<file path="config.mk">
export PLATFORM = sky130hd
export DESIGN_NAME = uart_rx_frontend
export DESIGN_NICKNAME = d
export VERILOG_FILES = /design/src/rtl/uart_pkg.sv /design/src/rtl/sync_fifo.sv /design/src/rtl/uart_rx_frontend.sv
export SDC_FILE = /design/constraint.sdc
export NUM_CORES = 1
export LEC_CHECK = 0
export CAP_MARGIN = 15
export CORE_UTILIZATION = 35
export CTS_CLUSTER_SIZE = 8
export DETAILED_ROUTE_END_ITERATION = 10
export SLEW_MARGIN = 20
export SYNTH_ARGS = -nofsm -noshare
export SYNTH_HDL_FRONTEND = slang
export SYNTH_HIERARCHICAL = 1
export SYNTH_SLANG_ARGS = --single-unit
</file>
<file path="constraint.sdc">
create_clock -name clk -period 6.4 [get_ports clk]
set_input_delay 0.96 -clock clk [delete_from_list [all_inputs] [get_ports clk]]
set_output_delay 0.96 -clock clk [all_outputs]
set_load 0.02 [all_outputs]
</file>
<file path="src/rtl/uart_pkg.sv">
// Shared UART definitions for the RX front-end and the TX top level.
//  - CLK_PER_BIT_9600 : default bit period in clk cycles (50 MHz / 9600 baud)
//  - rx_state_t       : receive FSM state encoding, also exported for debug
package uart_pkg;

    localparam int unsigned CLK_PER_BIT_9600 = 5208;

    typedef enum logic [2:0] {
        RX_IDLE      = 3'd0,
        RX_START     = 3'd1,
        RX_DATA      = 3'd2,
        RX_STOP      = 3'd3,
        RX_WAIT_IDLE = 3'd4
    } rx_state_t;

endpackage

</file>
<file path="src/rtl/sync_fifo.sv">
// Show-ahead synchronous FIFO, shared by the UART RX and TX buffers.
//  clk     : system clock
//  reset   : asynchronous, active-low reset
//  wr_en   : push wr_data (accepted when not full, or when popping in the same cycle)
//  wr_data : byte to push
//  rd_en   : pop the head entry (ignored while empty)
//  rd_data : registered head entry; holds its last value while empty
//  count   : occupancy, 0..DEPTH
//  full    : count == DEPTH
//  empty   : count == 0
module sync_fifo #(
    parameter int unsigned N     = 8,
    parameter int unsigned DEPTH = 8
) (
    input  logic                     clk,
    input  logic                     reset,
    input  logic                     wr_en,
    input  logic [N-1:0]             wr_data,
    input  logic                     rd_en,
    output logic [N-1:0]             rd_data,
    output logic [$clog2(DEPTH):0]   count,
    output logic                     full,
    output logic                     empty
);

    localparam int unsigned AW = $clog2(DEPTH);
    localparam int unsigned CW = AW + 1;

    logic [N-1:0]  mem [DEPTH];
    logic [AW-1:0] wr_ptr;
    logic [AW-1:0] rd_ptr;
    logic [AW-1:0] rd_ptr_next;
    logic [CW-1:0] count_next;
    logic          do_push;
    logic          do_pop;

    assign empty = (count == '0);
    assign full  = (count == CW'(DEPTH));

    // A pop frees a slot in the same cycle, so a push while full is still accepted.
    assign do_pop  = rd_en && !empty;
    assign do_push = wr_en && (!full || do_pop);

    always_comb begin
        count_next  = count;
        rd_ptr_next = rd_ptr;
        if (do_push && !do_pop) begin
            count_next = count + CW'(1);
        end else if (!do_push && do_pop) begin
            count_next = count - CW'(1);
        end
        if (do_pop) begin
            rd_ptr_next = rd_ptr + AW'(1);
        end
    end

    always_ff @(posedge clk) begin
        if (do_push) begin
            mem[wr_ptr] <= wr_data;
        end
    end

    always_ff @(posedge clk or negedge reset) begin
        if (!reset) begin
            wr_ptr  <= '0;
            rd_ptr  <= '0;
            count   <= '0;
            rd_data <= '0;
        end else begin
            if (do_push) begin
                wr_ptr <= wr_ptr + AW'(1);
            end
            rd_ptr <= rd_ptr_next;
            count  <= count_next;
            // Registered show-ahead head: the next head is either the byte being
            // written this cycle (it lands exactly at the new read pointer) or
            // an entry already in memory. Hold the old value when going empty.
            if (count_next != '0) begin
                if (do_push && (wr_ptr == rd_ptr_next)) begin
                    rd_data <= wr_data;
                end else begin
                    rd_data <= mem[rd_ptr_next];
                end
            end
        end
    end

endmodule

</file>
<file path="src/rtl/uart_rx_frontend.sv">
// UART receive front-end: 2-FF input synchroniser, mid-bit sampling 8N1
// deserialiser and show-ahead receive FIFO feeding uart_to_bus.
//  clk        : system clock
//  reset      : asynchronous, active-low reset
//  rx_in      : raw serial line, idle high, asynchronous to clk
//  rx_en      : receiver enable; low abandons any frame in progress
//  rd_en      : pop strobe, one byte per cycle high
//  data_out   : FIFO head byte, valid while data_valid=1
//  data_valid : FIFO not empty
//  full       : FIFO holds DEPTH bytes
//  count      : FIFO occupancy
//  frame_err  : 1-cycle pulse, stop bit sampled low
//  overrun    : 1-cycle pulse, good byte dropped because FIFO full
//  rx_present : receive FSM state, for debug
module uart_rx_frontend
    import uart_pkg::*;
#(
    parameter int unsigned CLK_PER_BIT = CLK_PER_BIT_9600,
    parameter int unsigned N           = 8,
    parameter int unsigned DEPTH       = 8
) (
    input  logic                     clk,
    input  logic                     reset,
    input  logic                     rx_in,
    input  logic                     rx_en,
    input  logic                     rd_en,
    output logic [N-1:0]             data_out,
    output logic                     data_valid,
    output logic                     full,
    output logic [$clog2(DEPTH):0]   count,
    output logic                     frame_err,
    output logic                     overrun,
    output logic [2:0]               rx_present
);

    localparam int unsigned TW = $clog2(CLK_PER_BIT);
    localparam int unsigned BW = (N > 1) ? $clog2(N) : 1;
    localparam logic [TW-1:0] T_FULL = TW'(CLK_PER_BIT - 1);
    localparam logic [TW-1:0] T_HALF = TW'(CLK_PER_BIT / 2 - 1);
    localparam logic [BW-1:0] B_LAST = BW'(N - 1);

    rx_state_t     state;
    rx_state_t     state_next;
    logic          sync_q1;
    logic          rx_s;
    logic [TW-1:0] timer;
    logic [BW-1:0] bit_idx;
    logic [N-1:0]  shreg;
    logic          tick;
    logic          stop_sample;
    logic          push_req;
    logic          fe_set;
    logic          ov_set;
    logic          fifo_empty;

    // Input synchroniser; resets to the idle (high) line level.
    always_ff @(posedge clk or negedge reset) begin
        if (!reset) begin
            sync_q1 <= 1'b1;
            rx_s    <= 1'b1;
        end else begin
            sync_q1 <= rx_in;
            rx_s    <= sync_q1;
        end
    end

    // START ends after half a bit so that every later tick lands mid-bit.
    assign tick = (timer == ((state == RX_START) ? T_HALF : T_FULL));

    always_ff @(posedge clk or negedge reset) begin
        if (!reset) begin
            state <= RX_IDLE;
        end else begin
            state <= state_next;
        end
    end

    always_comb begin
        state_next = state;
        if (!rx_en) begin
            state_next = RX_IDLE;
        end else begin
            unique case (state)
                RX_IDLE:      if (!rx_s) state_next = RX_START;
                RX_START:     if (tick) state_next = rx_s ? RX_IDLE : RX_DATA;
                RX_DATA:      if (tick && (bit_idx == B_LAST)) state_next = RX_STOP;
                RX_STOP:      if (tick) state_next = rx_s ? RX_IDLE : RX_WAIT_IDLE;
                RX_WAIT_IDLE: if (rx_s) state_next = RX_IDLE;
                default:      state_next = RX_IDLE;
            endcase
        end
    end

    always_comb begin
        rx_present  = state;
        stop_sample = rx_en && (state == RX_STOP) && tick;
        push_req    = stop_sample && rx_s;
        fe_set      = stop_sample && !rx_s;
        ov_set      = push_req && full && !rd_en;
    end

    // Bit timer restarts on every state change and every tick; it is held
    // at zero while waiting for a start edge.
    always_ff @(posedge clk or negedge reset) begin
        if (!reset) begin
            timer     <= '0;
            bit_idx   <= '0;
            shreg     <= '0;
            frame_err <= 1'b0;
            overrun   <= 1'b0;
        end else begin
            if ((state_next != state) || tick || (state == RX_IDLE) ||
                (state == RX_WAIT_IDLE)) begin
                timer <= '0;
            end else begin
                timer <= timer + TW'(1);
            end

            if (state != RX_DATA) begin
                bit_idx <= '0;
            end else if (tick) begin
                bit_idx <= bit_idx + BW'(1);
            end

            if ((state == RX_DATA) && tick) begin
                shreg <= {rx_s, shreg[N-1:1]};
            end

            frame_err <= fe_set;
            overrun   <= ov_set;
        end
    end

    sync_fifo #(
        .N     (N),
        .DEPTH (DEPTH)
    ) u_fifo (
        .clk     (clk),
        .reset   (reset),
        .wr_en   (push_req),
        .wr_data (shreg),
        .rd_en   (rd_en),
        .rd_data (data_out),
        .count   (count),
        .full    (full),
        .empty   (fifo_empty)
    );

    assign data_valid = !fifo_empty;

endmodule

</file>
[Word level (Yosys, flattened, before mapping)]
Memory sizes are Yosys's and may differ from the RTL's. A register that Yosys moved wholly into a read port is not among the register bits.
Index checks and enable logic that the tools add are counted.
Operators by class
  add/subtract/negate cells: 6
  equality and inequality tests: 9
  multiplexer cells: 18
  reduce and logical (&&, ||, !) cells: 27
Operators with widths (number)
  3-bit two-way mux: 10
  13-bit two-way mux: 2
  3-bit one-hot mux with 5 select lines: 1
  13-bit by 1-bit adder with 13-bit output (second input constant): 1
  13-bit equality test: 1
  1-bit logical AND: 12
  3-bit by 1-bit adder with 3-bit output (second input constant): 3
  4-bit two-way mux: 2
  1-bit zero test: 7
  3-bit by 2-bit equality test with 1-bit output (second input constant): 2
  3-bit equality test (second input constant): 2
  4-bit by 1-bit adder with 4-bit output (second input constant): 1
  4-bit equality test (second input constant): 1
  4-bit zero test: 1
  1-bit logical OR: 4
  4-bit nonzero test: 1
  4-bit by 1-bit subtractor with 4-bit output (second input constant): 1
  3-bit by 1-bit equality test with 1-bit output (second input constant): 1
  3-bit zero test: 1
  3-bit by 2-bit != test with 1-bit output (second input constant): 1
  3-bit != test: 1
  1-bit two-way mux: 2
  2-bit two-way mux: 1
  2-bit nonzero test: 1
Storage, ports and cells
  flip-flop bits (word level): 41
  RAM bits: 64
  bits of input ports: 5
  memories kept: 1
Memory list
  u_fifo.mem: words 8, bits a word 8, read ports 1, clocked after Yosys merged registers in 1, write ports 1, RTL line sync_fifo.sv:29  | logic [N-1:0] mem [DEPTH];

[Logic depth before layout (Yosys ltp)]
  depth in word-level cells: 12
  mapped depth: 13
  gate-level depth less buffers: 10

[Cells and area by module]
The synthesis kept the hierarchy.
Modules (own cells, without submodules)
  sync_fifo: instances 1, cells each 325, area each 4097.7 um^2
  uart_rx_frontend: instances 1, cells each 132, area each 1511.4 um^2

[Worst setup path after synthesis]
Ideal clock, no wire load.
  path kind: in2reg
  from: input rx_en
  to: memory u_fifo.mem[6][0], enable pin
  setup time: 0.385 ns
  arrival: 2.891 ns
  path slack: 3.124 ns
  stages on the path: 8
  path through: nor2b_1 > and3_1 > nor2b_1 > buf_2 > inv_1 > a21oi_1 > nand2_1 > nor3b_1
Between the ends
  word-level cells in the longest chain between the ends: 6
RTL lines
  from (decl): RTL line uart_rx_frontend.sv:25  | input logic rx_en,
  1-bit logical AND (2 in a row): RTL line uart_rx_frontend.sv:96  | stop_sample = rx_en && (state == RX_STOP) && tick;
  1-bit logical AND: RTL line uart_rx_frontend.sv:97  | push_req = stop_sample && rx_s;
  named net push_req: RTL line uart_rx_frontend.sv:51  | logic push_req;
  1-bit logical AND: RTL line sync_fifo.sv:42  | assign do_push = wr_en && (!full || do_pop);
  1-bit two-way mux: RTL line sync_fifo.sv:58  | if (do_push) begin
  1-bit two-way mux (not written as such): RTL line sync_fifo.sv:59  | mem[wr_ptr] <= wr_data;
  to (decl): RTL line sync_fifo.sv:29
The timed path passes the listed nets, and every way through them passes these cells.

[Final worst setup path]
  from: input rx_en
  to: memory u_fifo.mem[4][4], enable pin
The elaborated chain is that of the path after synthesis.

==> summary.md <==
| Metric | Value |
|---|---|
| Run status | complete, no violations |
| RSZ-0062 raised after global routing | no |
| GRT overflow | 0 |
| Tmin final | between 4 and 5 ns |
| Setup clock skew after layout | ~0.0098 ns |
| Met1 Wirelength | 6.05 mm |
| Clock Sinks | 113 |
| Clk pwr share | 0.324 |
| Inserted Clock Buffers | 17 |
| PD cells | between 400 and 500 mW/mm² |
| Slew @ Worst Pin | 1.05 ns |
| Worst-path clk slew | around 0.050 ns |
| Average wire per standard cell | 18.9 µm |
| Share of cells above drive strength 1 | 0.150 |
| Internal power component | 1740 µW |
| Vias in the first global route | just under 4000 |
| DR pass1 iterations | 5 |
| Layout area overhead | 17.0% |
| Post-DRT Antenna Nets | 0 |
| Pwr Total | 2650 µW |
| Max VDD drop | 202 µV |
| Yosys reg bits | 113 |
| HP Start | sync_q1 |
| Final hold slack | ~0.36 ns |
| Comb pwr share | 0.337 |
| Vias/cell | about 5.6 |
| Die Span Y | ~130 µm |
| DRT iter0 DRCs | approximately 270 |
| RR Startpoint | rx_present[0] |
| Gr usage total | 0.174 |
| WL final | roughly 13 mm |
| Top FF cell, synth | edfxtp_1 |
| Commonest cells after routing, fill and taps aside | 64 x edfxtp_1, 47 x dfrtp_1, 35 x a211oi_1 |
| Core Box Area | approximately 0.015 mm² |
| H-tree lvl count | 4 |
| Worst hold endpoint | rx_s |
| Reg2reg end | u_fifo/mem[4][4] |
| CTS tree | done |
| WL met2 | between 6 and 7 mm |
| Met3 routed WL | between 600 and 700 µm |
| PortBufs | 23 |
| Die area | about 0.017 mm² |
| WP data required | roughly 6.4 ns |
| Initial antenna violation count | 0 |
| Routability Congestion | approximately 0.84 |
| EDFF count, synth | between 60 and 70 |
| Root buffer selected by CTS | clkbuf_16 |
| Register area share after synthesis | 0.562 |
| Final Hold Vio Count | 0 |
| Vias | ~4000 |
| Yosys warns | 6 |
| Crit start category | input port |
| Sw Share | 0.342 |
| Worst min path class | register to register |
| Cell taking the most area after synthesis | edfxtp_1 |
| Setup Buffers After CTS | 0 |
| WHS Path Cells | 0 |
| Worst-path fanout max | 10 |
| Io pins | 24 |
| Commonest non-fill, non-tap cell in the layout | edfxtp_1 |
| Post-Syn Area | ~0.0056 mm² |
| Rows | 45 |
| Syn Inst Count | around 460 |
| Worst-case clock buffer depth | 2 |
| # diodes | 0 |
| Worst-skew pair later-pin latency | approximately 0.4 ns |
| Leak | 0.00243 µW |
| Setup violators final | 0 |
| Slew headroom | 0.301 |
| Fin Setup TNS | 0 ns |
| # placed instances | between 600 and 700 |
| DP Wirelength | ~8.9 mm |
| Largest cells by area after synthesis | edfxtp_1 34%, dfrtp_1 21%, a211oi_1 4.7% |
| Post-synthesis async set-or-reset flop share | 0.434 |
| Crit path DAT | 4.16 ns |
| Post-route DRC | 0 |
| Fmax | roughly 240 MHz |
| Hold Buf Count CTS | 0 |
| Global-route wire length before repair | between 20 and 25 mm |
| R2R Setup Slk | roughly 2.3 ns |
| Final Slew Violations | 0 |
| Worst r2r path cells | 8 |
| Max-cap check violation count | 0 |
| Fin cells | 699 |
| Fin area | approximately 0.0066 mm² |
| Syn_nets | roughly 470 |
| Switch Pwr | ~910 µW |
| Yosys top cell area share | 0.343 |
| Critical path type | input port to register |
| # resized after CTS | 0 |
| Layout Nets | 487 |
| Initial Util | 0.364 |
| Endpoint type of the worst setup path | register |
| Max Used Layer | met4 |
| Largest net degree at the start of global routing | 50 |
| Worst setup startpoint | rx_en |
| Fin crit share | 0.647 |
| Sequential cell fraction of total power | 0.339 |
| Fill count | approximately 1500 |
| Synth cell types | 72 |
| Placed inst area | ~0.006 mm² |
| Mean Syn Cell Area | roughly 12 µm² |
| Die X | between 100 and 150 µm |
worst max-delay path by stage:
stage	endpoint	slack (ns)
finish	u_fifo/mem[4][4]	2.26
global route	u_fifo/mem[4][4]	1.94
CTS	u_fifo/mem[6][3]	2.11
detailed placement	u_fifo/mem[6][3]	1.74
global placement	u_fifo/mem[6][6]	1.94
floorplan	u_fifo/mem[6][0]	3.12
cells in the mapped netlist, types with 7 or more instances:
cell type	n
a211o_1	8
a211oi_1	35
a21oi_1	12
and2_1	13
buf_2	7
clkbuf_1	11
dfrtp_1	47
edfxtp_1	64
ha_1	7
inv_1	10
mux2_2	17
nand2_1	23
nand3_1	12
nor2_1	8
nor3_1	27
nor4_1	12
o221a_2	7
o221ai_1	16
o311ai_0	8
o31ai_1	10
xnor2_1	12
per-layer routing:
metal / up-vias / track usage
met5: - / 0
li1: 1856 / -
met4: 0 / 0.0768
met1: 1923 / 0.225
met3: 18 / 0.0420
met2: 99 / 0.278
stage by stage:
step,utilization,setup WS (ns)
after floorplan,-,3.12
after global placement,0.389,1.94
after detailed placement,0.389,1.74
after CTS,0.425,2.11
after global routing,0.425,1.94
final,0.425,2.26
layout make-up:
class / count / area, µm² / area share
Clock inverter: 4 / 21.3 / 0.00324
Tap cell: 211 / 264 / 0.0402
Sequential cell: 113 / 3150 / 0.480
Clock buffer: 28 / 529 / 0.0807
Inverter: 12 / 47.5 / 0.00725
Timing Repair Buffer: 27 / 255 / 0.0389
Multi-Input combinational cell: 304 / 2290 / 0.350
flip-flops by register name, summed over array words and instances (netlist names):
signal,cells
u_fifo/mem,64
timer,13
shreg,8
u_fifo/rd_data,8
u_fifo/count,4
bit_idx,3
rx_present,3
u_fifo/rd_ptr,3
u_fifo/wr_ptr,3
frame_err,1
overrun,1
rx_s,1
sync_q1,1
worst max-delay path: stages:
cell and delay (ns):
clkdlybuf4s50_1 0.47, nor2b_1 0.30, and3_1 0.22, nor2b_1 0.54, inv_1 0.18, a21oi_1 0.43
nand2_1 0.27, nor3_1 0.79
logic make-up (layout without fill, tap and decap cells):
logic type,after synthesis,count (layout),share of synthesized area
buffers and inverters,40,71,0.0321
DFF,113,113,0.562
xor gates and xnor gates,16,16,0.0274
and+or+nand+nor,141,141,0.149
adders and majority gates,7,7,0.0156
AOI/OAI and AO/OA,118,118,0.170
muxes,22,22,0.0433
power groups by stage:
stage	Sequential [µW]	Combinational, µW	Clock [µW]
2_1_floorplan	906	630	0
3_5_place_dp	912	884	0
4_1_cts	897	886	878
5_1_grt	911	966	905
3_3_place_gp	908	874	0
6_report	899	891	857
No activity file was read; power rests on OpenSTA's default activity.
